## config.mk

```make
export PLATFORM = sky130hd
export DESIGN_NAME = hypot_sched
export DESIGN_NICKNAME = d
export VERILOG_FILES = /design/src/rtl/hypot_sched.sv
export SDC_FILE = /design/constraint.sdc
export NUM_CORES = 1
export LEC_CHECK = 0
export CORE_ASPECT_RATIO = 1.1
export CORE_MARGIN = 4
export CORE_UTILIZATION = 50
export DETAILED_ROUTE_END_ITERATION = 6
export HOLD_SLACK_MARGIN = 0.06
export PLACE_DENSITY_LB_ADDON = 0.05
export SETUP_SLACK_MARGIN = 0.02
export SYNTH_ARGS = -nofsm -noshare
export SYNTH_HDL_FRONTEND = slang
export SYNTH_SLANG_ARGS = --single-unit
```

## constraint.sdc

```tcl
create_clock -name clk -period 8.1 [get_ports clk]
set_input_delay 1.62 -clock clk [delete_from_list [all_inputs] [get_ports clk]]
set_output_delay 1.62 -clock clk [all_outputs]
set_load 0.02 [all_outputs]
```

## src/rtl/hypot_sched.sv

```systemverilog
// hypot_sched -- round-robin scheduler in front of one shared iterative
// magnitude unit that computes floor(sqrt(x*x + y*y)), one result bit per cycle.
//
// Ports:
//   clk        clock, all state on the rising edge
//   rst        asynchronous, active-high reset
//   req_valid  [NREQ]      per-requester request valid
//   req_ready  [NREQ]      per-requester accept, one-hot or zero, only in IDLE
//   req_x      [NREQ*W]    packed x operands, requester i at [i*W +: W]
//   req_y      [NREQ*W]    packed y operands, same packing
//   rsp_valid  result valid, held in DONE until rsp_ready
//   rsp_ready  downstream accepts the result
//   rsp_data   [W+1]       floor(sqrt(x^2 + y^2))
//   rsp_id     [IDW]       index of the requester owning rsp_data
//   busy       high whenever the FSM is not in IDLE
module hypot_sched #(
  parameter int NREQ = 4,
  parameter int W    = 8,
  localparam int IDW = (NREQ > 1) ? $clog2(NREQ) : 1
) (
  input  logic              clk,
  input  logic              rst,
  input  logic [NREQ-1:0]   req_valid,
  output logic [NREQ-1:0]   req_ready,
  input  logic [NREQ*W-1:0] req_x,
  input  logic [NREQ*W-1:0] req_y,
  output logic              rsp_valid,
  input  logic              rsp_ready,
  output logic [W:0]        rsp_data,
  output logic [IDW-1:0]    rsp_id,
  output logic              busy
);

  localparam int KW = $clog2(W + 1);
  localparam int SW = 2 * W + 2;  // trial square width, never truncated

  typedef enum logic [1:0] {IDLE, SQUARE, ROOT, DONE} state_t;

  state_t          state, state_nxt;
  logic [IDW-1:0]  rr_ptr, grant_id, id_q;
  logic [NREQ-1:0] grant;
  logic            grant_found;
  logic [W-1:0]    x_q, y_q;
  logic [2*W:0]    sum_q, sum_calc;
  logic [W:0]      res_q, trial, res_nxt;
  logic [KW-1:0]   k_q;
  logic [SW-1:0]   trial_sq;
  logic [W:0]      rsp_data_q;
  logic [IDW-1:0]  rsp_id_q;
  int              idx;

  // Round-robin search starting at rr_ptr. Held at zero during reset so
  // req_ready reads 0 while rst is high even though the state is IDLE.
  // NOTE: every signal driven here gets a default first, so no path leaves
  // it unassigned and no latch is inferred.
  always_comb begin
    grant       = '0;
    grant_id    = '0;
    grant_found = 1'b0;
    idx         = 0;
    if (state == IDLE && !rst) begin
      for (int off = 0; off < NREQ; off++) begin
        idx = (int'(rr_ptr) + off) % NREQ;
        if (!grant_found && req_valid[idx]) begin
          grant_found = 1'b1;
          grant[idx]  = 1'b1;
          grant_id    = IDW'(idx);
        end
      end
    end
  end

  // One restoring-root step: keep bit k if the trial square still fits.
  always_comb begin
    sum_calc = (2*W+1)'(x_q) * (2*W+1)'(x_q) + (2*W+1)'(y_q) * (2*W+1)'(y_q);
    trial    = res_q | ((W+1)'(1) << k_q);
    trial_sq = SW'(trial) * SW'(trial);
    res_nxt  = (trial_sq <= SW'(sum_q)) ? trial : res_q;
  end

  always_comb begin
    state_nxt = state;
    case (state)
      IDLE:    if (grant_found) state_nxt = SQUARE;
      SQUARE:  state_nxt = ROOT;
      ROOT:    if (k_q == '0) state_nxt = DONE;
      DONE:    if (rsp_ready) state_nxt = IDLE;
      default: state_nxt = IDLE;
    endcase
  end

  // NOTE: sequential state uses non-blocking assignments so every register
  // samples the pre-edge values regardless of statement order.
  always_ff @(posedge clk or posedge rst) begin
    if (rst) state <= IDLE;
    else     state <= state_nxt;
  end

  always_ff @(posedge clk or posedge rst) begin
    if (rst) begin
      rr_ptr     <= '0;
      id_q       <= '0;
      x_q        <= '0;
      y_q        <= '0;
      sum_q      <= '0;
      res_q      <= '0;
      k_q        <= '0;
      rsp_data_q <= '0;
      rsp_id_q   <= '0;
    end else begin
      case (state)
        IDLE: begin
          if (grant_found) begin
            x_q    <= req_x[int'(grant_id)*W +: W];
            y_q    <= req_y[int'(grant_id)*W +: W];
            id_q   <= grant_id;
            rr_ptr <= (grant_id == IDW'(NREQ - 1)) ? '0 : grant_id + 1'b1;
          end
        end
        SQUARE: begin
          sum_q <= sum_calc;
          res_q <= '0;
          k_q   <= KW'(W);
        end
        ROOT: begin
          res_q <= res_nxt;
          if (k_q == '0) begin
            rsp_data_q <= res_nxt;
            rsp_id_q   <= id_q;
          end else begin
            k_q <= k_q - 1'b1;
          end
        end
        default: ;  // DONE holds the response registers stable
      endcase
    end
  end

  assign req_ready = grant;
  assign rsp_valid = (state == DONE);
  assign rsp_data  = rsp_data_q;
  assign rsp_id    = rsp_id_q;
  assign busy      = (state != IDLE);

endmodule

```

==> summary.log <==
qor: run_status.run_status finished, final reports clean
qor: grt.first_global_vias 7265
qor: route.route.met2.wl 9.58 mm
qor: cts.holdBufCountCts 0
qor: sta.final-setup-viol-count 0
qor: worst_setup_path.criticalPathCategory register to register
qor: place.place_congestion 0.840
qor: synth.synthesis.nets 1327
qor: synth.yosys_most_used_dff sky130_fd_sc_hd__dfrtp_1
qor: sta.fin_ws 801 ps
qor: route.drt-total-wl 20.6 mm
qor: worst_setup_path.critPathMostFrequentCell sky130_fd_sc_hd__inv_1
qor: synth.ys.warnings.count 0
qor: route.via_count 7083
qor: layout.post_layout_nonfiller_instances 1344
qor: worst_setup_path.worst-endpoint-required 8320 ps
qor: worst_setup_path.cp.depth 28
qor: synth.async_reset_ff_frac 1.00
qor: cts.cts_root_buffer sky130_fd_sc_hd__clkbuf_16
qor: worst_setup_path.cp-startpoint k_q[3]$_DFFE_PP0P_
qor: worst_setup_path.critical_path.n_buffers_inverters 5
qor: grt.gr-total-overflow 0
qor: route.drc 0
qor: floorplanning.dieWidth 139 µm
qor: synth.postSynthCellCount 1020
qor: sta.maxClockFrequency 137 MHz
qor: floorplanning.design.portCount 88
qor: worst_setup_path.critical-path-top-delay-family adder cells
qor: grt.grt_pass1_wl 35.3 mm
qor: layout.finalNetCount 1403
qor: worst_setup_path.arrival 7520 ps
qor: route.met1_length 9.57 mm
qor: floorplanning.initial_utilization 0.512
qor: synth.ys_ff_latch 63
qor: sta.unrepaired_setup_endpoints_after_global_routing no
qor: cts.tritoncts yes
qor: worst_setup_path.critical_path.max_fanout 13
qor: sta.final_min_period 7300 ps
qor: cts.clockBufferDepth 2
qor: route.drt_iter0_drc 358
qor: worst_setup_path.worstSetupStartpointType register
qor: route.vias_per_cell 5.27
qor: worst_setup_path.timing.reg2reg.worst_path_depth 28
qor: grt.grt_usage 0.202
qor: sta.max-slew-margin-rel 0.418
qor: place.dp_worst_setup_slack 900 ps
qor: cts.post_cts_resized 0
qor: cts.cts-buffers-inserted 9
qor: synth.synth_area_per_cell 9.27 µm²
qor: route.final_antenna_net_count 0
qor: place.placed_cell_count 1328
qor: grt.grt_max_degree 65
qor: synth.synth-seq-area-share 0.167
qor: worst_setup_path.worst_path_largest_cell_delay 540 ps
qor: floorplanning.count_of_standard_cell_rows 52
qor: synth.synth-edff-count 0
qor: cts.clock_insertion_delay_worst_skew 350 ps
qor: worst_setup_path.worstReg2RegStart k_q[3]$_DFFE_PP0P_
qor: sta.finalMaxSlewViolations 0
qor: worst_setup_path.r2r_slack 800 ps
qor: run.maxCapViolations 0
qor: cts.cts_sinks 63
qor: place.placed_cell_area 10500 µm²
qor: layout.design_area 10800 µm²
qor: layout.mostFrequentLayoutCell sky130_fd_sc_hd__inv_1
qor: layout.drive_above_1_share 0.0536
qor: layout.most-common-layout-cells sky130_fd_sc_hd__inv_1, sky130_fd_sc_hd__ha_1, sky130_fd_sc_hd__fa_1, sky130_fd_sc_hd__nand2_1, sky130_fd_sc_hd__clkdlybuf4s50_1
qor: cts.cts_post_setup_buffers_inserted 0
qor: route.drt-wirelength-per-cell 15.3 µm
qor: sta.finalClockSkew 10.8 ps
qor: floorplanning.die_height 152 µm
qor: route.top_signal_layer_used met4
qor: grt.antenna_violations_before_repair 0
qor: synth.mappedNetlistArea 9460 µm²
qor: floorplanning.fp.dieArea 21200 µm²
qor: sta.final.setup.tns 0 ps
qor: sta.timing.final.crit_share 0.901
qor: layout.areaGrowthSynthToFinish 14.5%
qor: place.count_of_input_and_output_buffers 87
qor: worst_setup_path.reg2reg_to res_q[4]$_DFFE_PP0P_
qor: floorplanning.core 18500 µm²
qor: synth.synth_cell_type_count 67
qor: route.drtPass1Iterations 5
qor: route.met3_length 1.06 mm
qor: sta.hold_violations 0
qor: worst_setup_path.slowest_stage sky130_fd_sc_hd__fa_1
qor: worst_hold_path.holdCritPathClass register to register
qor: cts.cts.reportedPaths.clkPinSlew 60 ps
qor: place.dp_hpwl 17.1 mm
qor: layout.antenna_cells 0
qor: worst_setup_path.timing.critical_path.to_type register
qor: sta.timing_worst_slew_pin_value 870 ps
qor: worst_setup_path.worstSetupEndpoint res_q[4]$_DFFE_PP0P_
qor: cts.h-tree-depth 3
-- cell families after synthesis --
kind of cell | count (synthesis) | synth area share
compound gates | 162 | 0.124
xor+xnor | 31 | 0.0287
fa+ha+maj | 236 | 0.400
buf+inv | 232 | 0.0998
flops | 63 | 0.167
mux | 49 | 0.0578
simple gates | 247 | 0.123
-- per-layer routing --
metal | track usage | up-vias
li1 | - | 3512
met3 | 0.0367 | 24
met4 | 0.0531 | 0
met2 | 0.334 | 179
met5 | 0 | -
met1 | 0.276 | 3368
-- worst min-delay path, cell delays in order (launching register included) --
cell and delay, ps:
sky130_fd_sc_hd__dfrtp_1 340, sky130_fd_sc_hd__nand2_1 50, sky130_fd_sc_hd__nand2_1 50
-- synth_stat cells, drive strengths merged (4+ instances only) --
| master | n | share of area |
|---|---|---|
| nor2 | 65 | 0.026 |
| o221ai | 10 | 0.0093 |
| a21o | 14 | 0.011 |
| xnor2 | 24 | 0.022 |
| dfrtp | 63 | 0.17 |
| ha | 126 | 0.17 |
| and2 | 37 | 0.024 |
| o22ai | 6 | 0.0040 |
| nor2b | 6 | 0.0048 |
| fa | 110 | 0.23 |
| nand2b | 9 | 0.0060 |
| mux2i | 28 | 0.030 |
| a222oi | 4 | 0.0042 |
| a221o | 7 | 0.0074 |
| nand4 | 8 | 0.0053 |
| inv | 200 | 0.079 |
| mux2 | 19 | 0.023 |
| o31ai | 6 | 0.0048 |
| a21oi | 27 | 0.014 |
| a211oi | 11 | 0.0087 |
| o31a | 4 | 0.0037 |
| o41ai | 12 | 0.011 |
| o21ai | 30 | 0.016 |
| clkbuf | 20 | 0.0079 |
| nor3 | 11 | 0.0058 |
| nand2 | 90 | 0.036 |
| xor2 | 7 | 0.0065 |
| nand3 | 8 | 0.0048 |
| buf | 10 | 0.012 |
| a31oi | 4 | 0.0026 |
| o21a | 5 | 0.0040 |
-- final cells by class --
| class | count | area [µm²] |
|---|---|---|
| Clock buffer | 10 | 229 |
| Clock inverter | 6 | 85.1 |
| Fill cell | 1713 | 7650 |
| Inverter | 202 | 758 |
| Multi-Input combinational cell | 725 | 6940 |
| Sequential cell | 63 | 1580 |
| Tap cell | 243 | 304 |
| Timing Repair Buffer | 95 | 931 |
-- stage by stage --
step,utilization,hold slack [ps]
finish,0.586,476
global route,0.586,518
CTS,0.586,477
detailed placement,0.569,463
global placement,0.569,460
floorplan,-,442
-- flip-flops by register name, indices dropped and copies added, names as in the netlist --
signal	count
rr_ptr	2
rsp_id	2
x_q	8
rsp_data	9
y_q	8
res_q	9
state	2
id_q	2
k_q	4
sum_q	17
-- how the worst min path moves through the flow --
stage,start,cells after the start,endpoint,slack (ps)
floorplan,id_q[0]$_DFFE_PP0P_,2,id_q[0]$_DFFE_PP0P_,440
global placement,id_q[0]$_DFFE_PP0P_,2,id_q[0]$_DFFE_PP0P_,460
detailed placement,id_q[1]$_DFFE_PP0P_,2,id_q[1]$_DFFE_PP0P_,460
CTS,id_q[1]$_DFFE_PP0P_,2,id_q[1]$_DFFE_PP0P_,480
global route,id_q[1]$_DFFE_PP0P_,2,id_q[1]$_DFFE_PP0P_,520
finish,id_q[1]$_DFFE_PP0P_,2,id_q[1]$_DFFE_PP0P_,480
Power is not shown: default switching activity piles up to over one toggle a cycle in this logic, so the estimate is an artifact.
